--- config.mk ---
export PLATFORM = sky130hd
export DESIGN_NAME = util_dac_diff_player
export DESIGN_NICKNAME = d
export VERILOG_FILES = /design/src/rtl/util_dac_diff_player.sv
export SDC_FILE = /design/constraint.sdc
export NUM_CORES = 1
export LEC_CHECK = 0
export ABC_AREA = 1
export CORE_MARGIN = 8
export CORE_UTILIZATION = 35
export CTS_CLUSTER_DIAMETER = 200
export DETAILED_ROUTE_END_ITERATION = 12
export GPL_ROUTABILITY_DRIVEN = 0
export PLACE_DENSITY = 0.6
export RECOVER_POWER = 50
export SLEW_MARGIN = 20
export SYNTH_ARGS = -nofsm -noshare
export SYNTH_HDL_FRONTEND = slang
export SYNTH_SLANG_ARGS = --single-unit
--- constraint.sdc ---
create_clock -name clk -period 1.36 [get_ports clk]
set_input_delay 0.204 -clock clk [delete_from_list [all_inputs] [get_ports clk]]
set_output_delay 0.204 -clock clk [all_outputs]
set_load 0.01 [all_outputs]
--- src/rtl/util_dac_diff_player.sv ---
// Serializes FWFT FIFO words MSB-first onto a p/n differential DAC code.
// Back-to-back words stream gap-free; the pair idles at 00 otherwise.
module util_dac_diff_player #(
  parameter int CLK_DIV    = 50,
  parameter int WORD_WIDTH = 8
) (
  input  logic                  clk,
  input  logic                  rst,
  input  logic                  enable,
  input  logic                  rd_valid,
  input  logic [WORD_WIDTH-1:0] rd_data,
  output logic                  rd_en,
  output logic [1:0]            diff_out,
  output logic                  active,
  output logic                  done
);

  localparam int              BCW      = (WORD_WIDTH > 1) ? $clog2(WORD_WIDTH) : 1;
  localparam logic [15:0]     DIV_LAST = 16'(CLK_DIV - 1);
  localparam logic [BCW-1:0]  BIT_LAST = BCW'(WORD_WIDTH - 1);

  typedef enum logic {S_IDLE, S_SHIFT} state_t;

  state_t                r_state;
  state_t                w_state_nxt;
  logic [WORD_WIDTH-1:0] r_shift;
  logic [15:0]           r_div;
  logic [BCW-1:0]        r_bit_cnt;
  logic                  r_rd_en;
  logic                  r_done;

  logic w_tick;
  logic w_last;
  logic w_start;
  logic w_load;
  logic w_done_nxt;

  assign w_tick  = (r_div == DIV_LAST);
  assign w_last  = w_tick && (r_bit_cnt == BIT_LAST);
  assign w_start = enable && rd_valid;

  always_ff @(posedge clk) begin
    if (rst) r_state <= S_IDLE;
    else     r_state <= w_state_nxt;
  end

  always_comb begin
    w_state_nxt = r_state;
    case (r_state)
      S_IDLE:  if (w_start)            w_state_nxt = S_SHIFT;
      S_SHIFT: if (w_last && !w_start) w_state_nxt = S_IDLE;
      default:                         w_state_nxt = S_IDLE;
    endcase
  end

  // Decides the registered strobes for the next cycle; enable is only seen at word boundaries.
  always_comb begin
    w_load     = 1'b0;
    w_done_nxt = 1'b0;
    case (r_state)
      S_IDLE:  w_load = w_start;
      S_SHIFT: begin
        w_load     = w_last && w_start;
        w_done_nxt = w_last && !w_start;
      end
      default: ;
    endcase
  end

  always_ff @(posedge clk) begin
    if (rst) begin
      r_shift   <= '0;
      r_div     <= '0;
      r_bit_cnt <= '0;
      r_rd_en   <= 1'b0;
      r_done    <= 1'b0;
    end else begin
      r_rd_en <= w_load;
      r_done  <= w_done_nxt;
      if (w_load) begin
        r_shift   <= rd_data;
        r_div     <= '0;
        r_bit_cnt <= '0;
      end else if (r_state == S_SHIFT) begin
        if (w_tick) begin
          r_div <= '0;
          if (!w_last) begin
            r_shift   <= r_shift << 1;
            r_bit_cnt <= r_bit_cnt + 1'b1;
          end else begin
            r_bit_cnt <= '0;
          end
        end else begin
          r_div <= r_div + 16'd1;
        end
      end
    end
  end

  // Outputs decode flops only, so no input reaches them combinationally.
  assign rd_en    = r_rd_en;
  assign done     = r_done;
  assign active   = (r_state == S_SHIFT);
  assign diff_out = active ? (r_shift[WORD_WIDTH-1] ? 2'b10 : 2'b01) : 2'b00;

endmodule

* Word level (Yosys, flattened, before mapping)
Index checks and enable logic that the tools add are counted.
Word-level totals: bits of input ports 12, word-level logic and storage cells 35, register bits 30, output and inout port bits 5
Cells by class: bitwise operators 1, mux-type cells 12, eq/ne operators 3, reduce and logical (&&, ||, !) cells 11, add/sub/neg operators 2
Operators by type and width (count):
- $mux 8 | 4
- $add 16x1->16 const B | 1
- $eq 16x6->1 const B | 1
- $mux 16 | 1
- $logic_and 1x1->1 | 4
- $mux 2 | 2
- $pmux 1 s2 | 2
- $reduce_bool 2->1 | 2
- $reduce_or 2->1 | 2
- $add 3x1->3 const B | 1
- $eq 3x3->1 const B | 1
- $mux 3 | 1
- $reduce_and 3->1 | 1
- $mux 1 | 2
- $ne 2x1->1 const B | 1
- $reduce_and 2->1 | 1
- $logic_not 1->1 | 1
- $not 1->1 | 1

* Logic depth before layout (Yosys ltp)
Gate-level depths: netlist of run 1.
word-level depth 6, depth in mapped cells 12, depth with buffers taken out 12

* Least setup slack after synthesis of run 1
No wires, ideal clock.
path type flip-flop to flip-flop, start point reg r_div[0], end point reg r_div[9], clock period less this slack 1464 ps, path slack -104 ps, path buffers 1, data arrival time 1348 ps, data required time 1244 ps, library setup time 116 ps, stages on the path, launching flop included 10, cell sequence dfxtp_1 ha_1 nand2_1 nor2_1 nand3_1 nand2_4 nand2_4 nand2_2 buf_4 nor2_1
On the way: longest elaborated chain between the ends 5, elaborated cells between the ends (all ways) 7, those cells by class add/sub: 1; eq/ne: 1; mux: 2; reduce/logical: 3
RTL lines:
- start, declared | line 27 | logic [15:0] r_div;
- start signal, assigned | line 94 | r_div <= r_div + 16'd1;
- parallel branches: the longest is 5 deep, another holds $add 16x1->16
Several ways; the timed one is not identified. A chain may end at the register's enable or synchronous reset.

* Worst setup path in the final report of run 1
start point reg r_div[3], end point reg r_shift[1]
On the way: longest elaborated chain between the ends 6, elaborated cells between the ends (all ways) 9, those cells by class eq/ne: 2; mux: 2; reduce/logical: 5
RTL lines:
- $eq 16x6->1 * | line 38 | assign w_tick = (r_div == DIV_LAST);
- $logic_and 1x1->1 | line 39 | assign w_last = w_tick && (r_bit_cnt == BIT_LAST);
- $logic_and 1x1->1 | line 63 | w_load = w_last && w_start;
- $pmux 1 s2 | line 60 | case (r_state)
- $ne 2x1->1 (no source line) / $reduce_bool 2->1 (equally long branches)
- $reduce_and 3->1 (no source line)
- end signal, assigned | line 81 | r_shift <= rd_data;
- end signal, assigned | line 88 | r_shift <= r_shift << 1;
- end, declared | line 26 | logic [WORD_WIDTH-1:0] r_shift;
Mark *: on every way between the ends. The rest lies on a longest branch, timed or not.

==> out/results.ini, run 1 <==
[status]
status = complete, but fails checks
failed_checks = setup timing

[layout]
final_common_cell = nand2_1
final_nets = 307
drive_above_1_share = 0.411
diodes = 0
area_growth_pct = 61.0
final_cell_mix = nand2_1, buf_4, nor2_1

[sta]
rsz0062_at_grt = true
fin_worst_skew_ps = 2.24
slew_violations = 0
timing.final.crit_share = 1.13
setup_slack_ps = -174
fin_tns_setup_ps = -2150
slew_headroom = 0.670
min_period_ps = 1530
worst_pin_slew_ps = 492
hold_violations = 0
max_freq_mhz = 652
finalSetupViolCount = 30
whs_ps = 472

[floorplanning]
die_x_um = 82.6
rows = 24
top_level_ports = 17
die_area_mm2 = 0.00682
core_region_area_mm2 = 0.00432
die_h_um = 82.6
initial_utilization = 0.359

[placed_design]
portBuffers = 16
place_hpwl_um = 2980

[run]
maxCapViolations = 0

[synthesis]
ys_types = 28
yosysSeqAreaShare = 0.387
synth_top_cells_by_area = dfxtp_1, nand2_1, nor2_1
yosysWarnings = 0
synthCells = 225
avgSynthCellArea_um2 = 6.90
synth_seq_cells = 30
synth_area_mm2 = 0.00155
yosys.area.top_type_share = 0.387
syn-num-nets = 241
yosys.area.top_type = dfxtp_1

[worst_setup_path]
critPathMaxFanout = 8
rr_worst_depth = 10
r2r_start = r_div[3]
worstSetupPathType = reg2reg
startpoint_type = flop
arrival_ps = 1710
cp.required_ps = 1530
reg2reg_to = r_shift[1]
cp-end-kind = flop
ff2ff_setup_slack_ps = -170

[clock_network]
path_clk_slew_ps = 60
cts_buffers = 5
cts_htree_levels = 2
clock-root-buffer = clkbuf_8
cts_tree = yes
cts.sinks = 30
clk_latency_ps = 280
cts_max_path_buffers = 2

[detailed_routing]
vias = 1644
wl_per_cell_um = 12.9
viasPerCell = 4.78
drc = 0
antenna_left = 0
drtIter0Drc = 87
first_pass_iters = 4
drt_wl_total_um = 4440

[grt]
track_usage = 0.132
grt_start_max_net_pins = 10
grt_first_pass_wirelength_um = 6940
grt-ovfl-total = 0
first_global_vias = 1519
antenna_found_initial = 0

[pwr]
p_leak_nw = 1.03
powerDensity_mw_per_mm2 = 783
peakVddDrop_v = 0.000414
power.total_mw = 1.96

[min_path]
hold_start = r_shift[6]
hold_path_class = reg2reg
whs_path_depth = 2
min_to = r_shift[6]

cell usage after synthesis (all sizes together):
library cell  instances
nand2                61
clkinv                1
nand4                 4
nor3                  9
or2                   2
nand3b                1
inv                  29
a31o                  1
xor2                  6
o22ai                 2
nor2                 44
a21oi                 7
nor4                  1
buf                   1
ha                    4
dfxtp                30
nand3                17
o21ai                 5
sequential cells by signal (all words and copies together), names as in the netlist:
register	cells
r_div	16
r_shift	8
r_bit_cnt	3
active	1
done	1
rd_en	1
repair_timing:
item,CTS,global route
buffers inserted,3,1
hold buffers,0,0
endpoints found under the setup margin,32,34
pin swaps,19,16
resized for setup,43,34
cloned,1,0
cells by family after synthesis:
| family | share of synthesized area |
|---|---|
| AO/OA/AOI/OAI | 0.0524 |
| XOR/XNOR | 0.0339 |
| adder cells (fa/ha/maj) | 0.0323 |
| buffers and inverters | 0.0790 |
| flip-flops | 0.387 |
| AND/OR/NAND/NOR | 0.415 |
worst max-delay path: stages (launching register included):
cell and delay [ps]:
dfxtp_4 360, nor2_2 100, nand2_1 110, nor2_4 170, nand3_4 130, nand2_8 120, nand2_8 110, inv_8 100
nor2_1 50, nor2_1 110, nor2_1 70
final cells by class:
cell class / count / area (um2)
clock inverters: 1 / 5.00
inverters: 30 / 123
repair buffers: 59 / 490
clock buffers: 7 / 86.3
multi-input cells: 165 / 1110
well taps: 52 / 65.1
fillers: 392 / 1830
flip-flops and latches: 30 / 621
power breakdown:
| part | internal, mW | switching (mW) |
|---|---|---|
| Sequential | 0.899 | 0.0162 |
| Combinational | 0.131 | 0.165 |
| Clock | 0.408 | 0.337 |
| Total | 1.44 | 0.519 |
worst max path at each step:
stage                 start         end  slack [ps]  cells after the start
2_1_floorplan  r_bit_cnt[0]    r_div[1]           7                      8
5_1_grt            r_div[3]  r_shift[1]        -240                     10
3_5_place_dp       r_div[9]  r_shift[6]        -150                      9
3_3_place_gp       r_div[9]  r_shift[5]        -180                      9
4_1_cts           r_div[10]  r_shift[2]         -40                     10
6_report           r_div[3]  r_shift[1]        -170                     10
metal layers:
layer  GRT usage  routed length [um]
met1       0.178                2130
met2       0.199                2060
met3      0.0346                 166
met4      0.0466                  82
met5           0                   0
metrics by stage:
stage                     instances   util  worst slack [ps]  instance area (um2)
final                           344  0.578              -174                 2500
after global routing            344  0.578              -238                 2500
after CTS                       344  0.552             -37.9                 2390
after detailed placement        332  0.488              -149                 2110
after global placement          332  0.488              -179                 2110
after floorplan                 225      -              7.32                 1600
(Power assumes the default switching activity.)
==> inputs of run 2 (changes only) <==
--- a/config.mk
+++ b/config.mk
@@ -7,11 +7,11 @@
 export LEC_CHECK = 0
 export ABC_AREA = 1
 export CORE_MARGIN = 8
-export CORE_UTILIZATION = 35
+export CORE_UTILIZATION = 50
 export CTS_CLUSTER_DIAMETER = 200
 export DETAILED_ROUTE_END_ITERATION = 12
 export GPL_ROUTABILITY_DRIVEN = 0
-export PLACE_DENSITY = 0.6
+export PLACE_DENSITY = 0.79
 export RECOVER_POWER = 50
 export SLEW_MARGIN = 20
 export SYNTH_ARGS = -nofsm -noshare
==> run 2 against run 1 <==
  * The run still ends with setup timing left
  * Sequential share of layout area up 0.43 points
  * Via count up 7.2%
  * Total power down 0.94%
  * Die area down 25%
  * Critical path type unchanged
  * Largest power group unchanged
==> out/results.ini, run 2 (same netlist as run 1, synthesis figures left out) <==
[status]
status = complete, but fails checks
failed_checks = setup timing

[sta]
hold_violations = 0  ; unchanged
fin_worst_skew_ps = 13.7  ; +11.4 ps
rsz0062_at_grt = true
worst_pin_slew_ps = 384  ; -108 ps
setup_slack_ps = -207  ; -33.4 ps
slew_headroom = 0.742  ; +0.0722
fin_tns_setup_ps = -3560  ; -1410 ps
min_period_ps = 1570  ; +33.4 ps
slew_violations = 0  ; unchanged
timing.final.crit_share = 1.15  ; +0.0246
max_freq_mhz = 638  ; -2.1%
finalSetupViolCount = 30  ; unchanged

[pwr]
swShare = 0.265  ; -0.000412
p_int_mw = 1.42  ; -0.88%
switching_power_uw = 513  ; -1.1%
pwr-share-clk = 0.363  ; -0.018
powerDensity_mw_per_mm2 = 802  ; +2.4%
p_leak_nw = 1.02  ; -1.7%
p_seq_frac = 0.473  ; +0.005
peakVddDrop_v = 0.000535  ; +29%
combPwrFrac = 0.164  ; +0.013

[layout]
area_growth_pct = 55.7
final_cell_mix = nand2_1, buf_4, nor2_1
final_area_mm2 = 0.00242  ; -3.3%
final_nets = 308  ; +0.33%
diodes = 0  ; unchanged
instances_no_fill = 326  ; -5.2%
reg_top3 = r_div x16, r_shift x8, r_bit_cnt x3
drive_above_1_share = 0.365  ; -0.0458
final_common_cell = nand2_1
largest_register_ffs = 16  ; unchanged
top_register = r_div

[floorplanning]
rows = 20  ; -17%
die_h_um = 71.7  ; -13%
initial_utilization = 0.517  ; +0.158
core_region_area_mm2 = 0.00300  ; -31%
top_level_ports = 17  ; unchanged
die_x_um = 71.7  ; -13%
die_area_mm2 = 0.00514  ; -25%

[worst_setup_path]
cp-startpoint = r_div[0]
crit_end = r_div[13]
r2r_start = r_div[0]
rr_worst_depth = 9  ; -1
cp-end-kind = flop
cp.required_ps = 1630  ; +100 ps
reg2reg_to = r_div[13]
ff2ff_setup_slack_ps = -210  ; -30 ps
startpoint_type = flop
critPathMaxFanout = 3  ; -5
worstSetupPathType = reg2reg
arrival_ps = 1840  ; +130 ps

[run]
maxCapViolations = 0  ; unchanged

[clock_network]
clock-root-buffer = clkbuf_4
cts_htree_levels = 2  ; unchanged
cts_tree = yes
path_clk_slew_ps = 100  ; +40 ps
cts_buffers = 5  ; unchanged
holdBufCountCts = 0  ; unchanged
cts.sinks = 30  ; unchanged
cts_max_path_buffers = 2  ; unchanged
clk_latency_ps = 340  ; +60 ps

[min_path]
hold_start = rd_data[0]
hold_path_class = in2reg

[placed_design]
placedCellCount = 308  ; -7.2%
place_hpwl_um = 2880  ; -3.5%
portBuffers = 16  ; unchanged
place_area_mm2 = 0.00205  ; -2.9%

[detailed_routing]
wl_per_cell_um = 16.2  ; +26%
vias = 1762  ; +7.2%
viasPerCell = 5.40  ; +13%
drt_wl_total_um = 5280  ; +19%
drtIter0Drc = 134  ; +54%
drc = 0  ; unchanged
antenna_left = 0  ; unchanged
first_pass_iters = 4  ; unchanged

[grt]
grt-ovfl-total = 0  ; unchanged
grt_start_max_net_pins = 17  ; +7
track_usage = 0.184  ; +0.0512
grt_first_pass_wirelength_um = 7470  ; +7.7%
antenna_found_initial = 0  ; unchanged
first_global_vias = 1742  ; +15%

run 2: worst min-delay path by stage:
stage                 end  slack [ps]  cells past startpoint
3_5_place_dp   r_shift[0]         450                      2
3_3_place_gp   r_shift[0]         450                      2
6_report       r_shift[0]         450                      3
4_1_cts        r_shift[0]         420                      3
2_1_floorplan  r_shift[0]         270                      1
5_1_grt        r_shift[0]         450                      3
run 2: per-layer routing:
| layer | up-vias | share of wire | GRT usage | wire (um) |
|---|---|---|---|---|
| met5 | - | 0 | 0 | 0 |
| met4 | 0 | 0.040 | 0.129 | 209 |
| met3 | 25 | 0.065 | 0.0516 | 345 |
| met2 | 76 | 0.49 | 0.297 | 2580 |
| met1 | 814 | 0.41 | 0.203 | 2150 |
| li1 | 847 | - | - | - |
run 2: per-stage QoR:
stage | utilization | setup slack [ps] | hold slack (ps) | power (mW)
after floorplan | - | 7.32 | 273 | 1.07
after global placement | 0.683 | -78.7 | 446 | 1.16
after detailed placement | 0.683 | -148 | 450 | 1.16
after CTS | 0.750 | -108 | 418 | 1.88
after global routing | 0.805 | -292 | 448 | 2.01
final | 0.805 | -207 | 455 | 1.94
run 2: what timing repair did:
item / in CTS / in global routing
setup endpoints to repair: 33 / 32
setup buffers: 6 / 4
gates resized for setup: 30 / 33
pin swaps: 10 / 14
run 2: worst max-delay path: stages (launching register included):
cell	delay, ps
dfxtp_2	360
buf_4	140
nand3_1	150
nor2_4	140
nand2_2	90
nor2_4	130
nand2_2	90
nor2_1	150
nand2_1	80
a21oi_1	170
run 2: final cells by class:
| cell class | count | area, um2 |
|---|---|---|
| multi-input combinational | 164 | 1050 |
| inverter | 30 | 133 |
| timing repair buffer | 61 | 504 |
| clock buffer | 7 | 45.0 |
| tap | 33 | 41.3 |
| sequential | 30 | 611 |
| fill | 184 | 587 |
| clock inverter | 1 | 30.0 |
run 2: power groups by stage:
| stage | combinational (mW) | sequential (mW) | clock (mW) |
|---|---|---|---|
| floorplan | 0.129 | 0.938 | 0 |
| global placement | 0.222 | 0.934 | 0 |
| detailed placement | 0.225 | 0.935 | 0 |
| CTS | 0.261 | 0.914 | 0.706 |
| global route | 0.338 | 0.919 | 0.754 |
| finish | 0.318 | 0.916 | 0.704 |
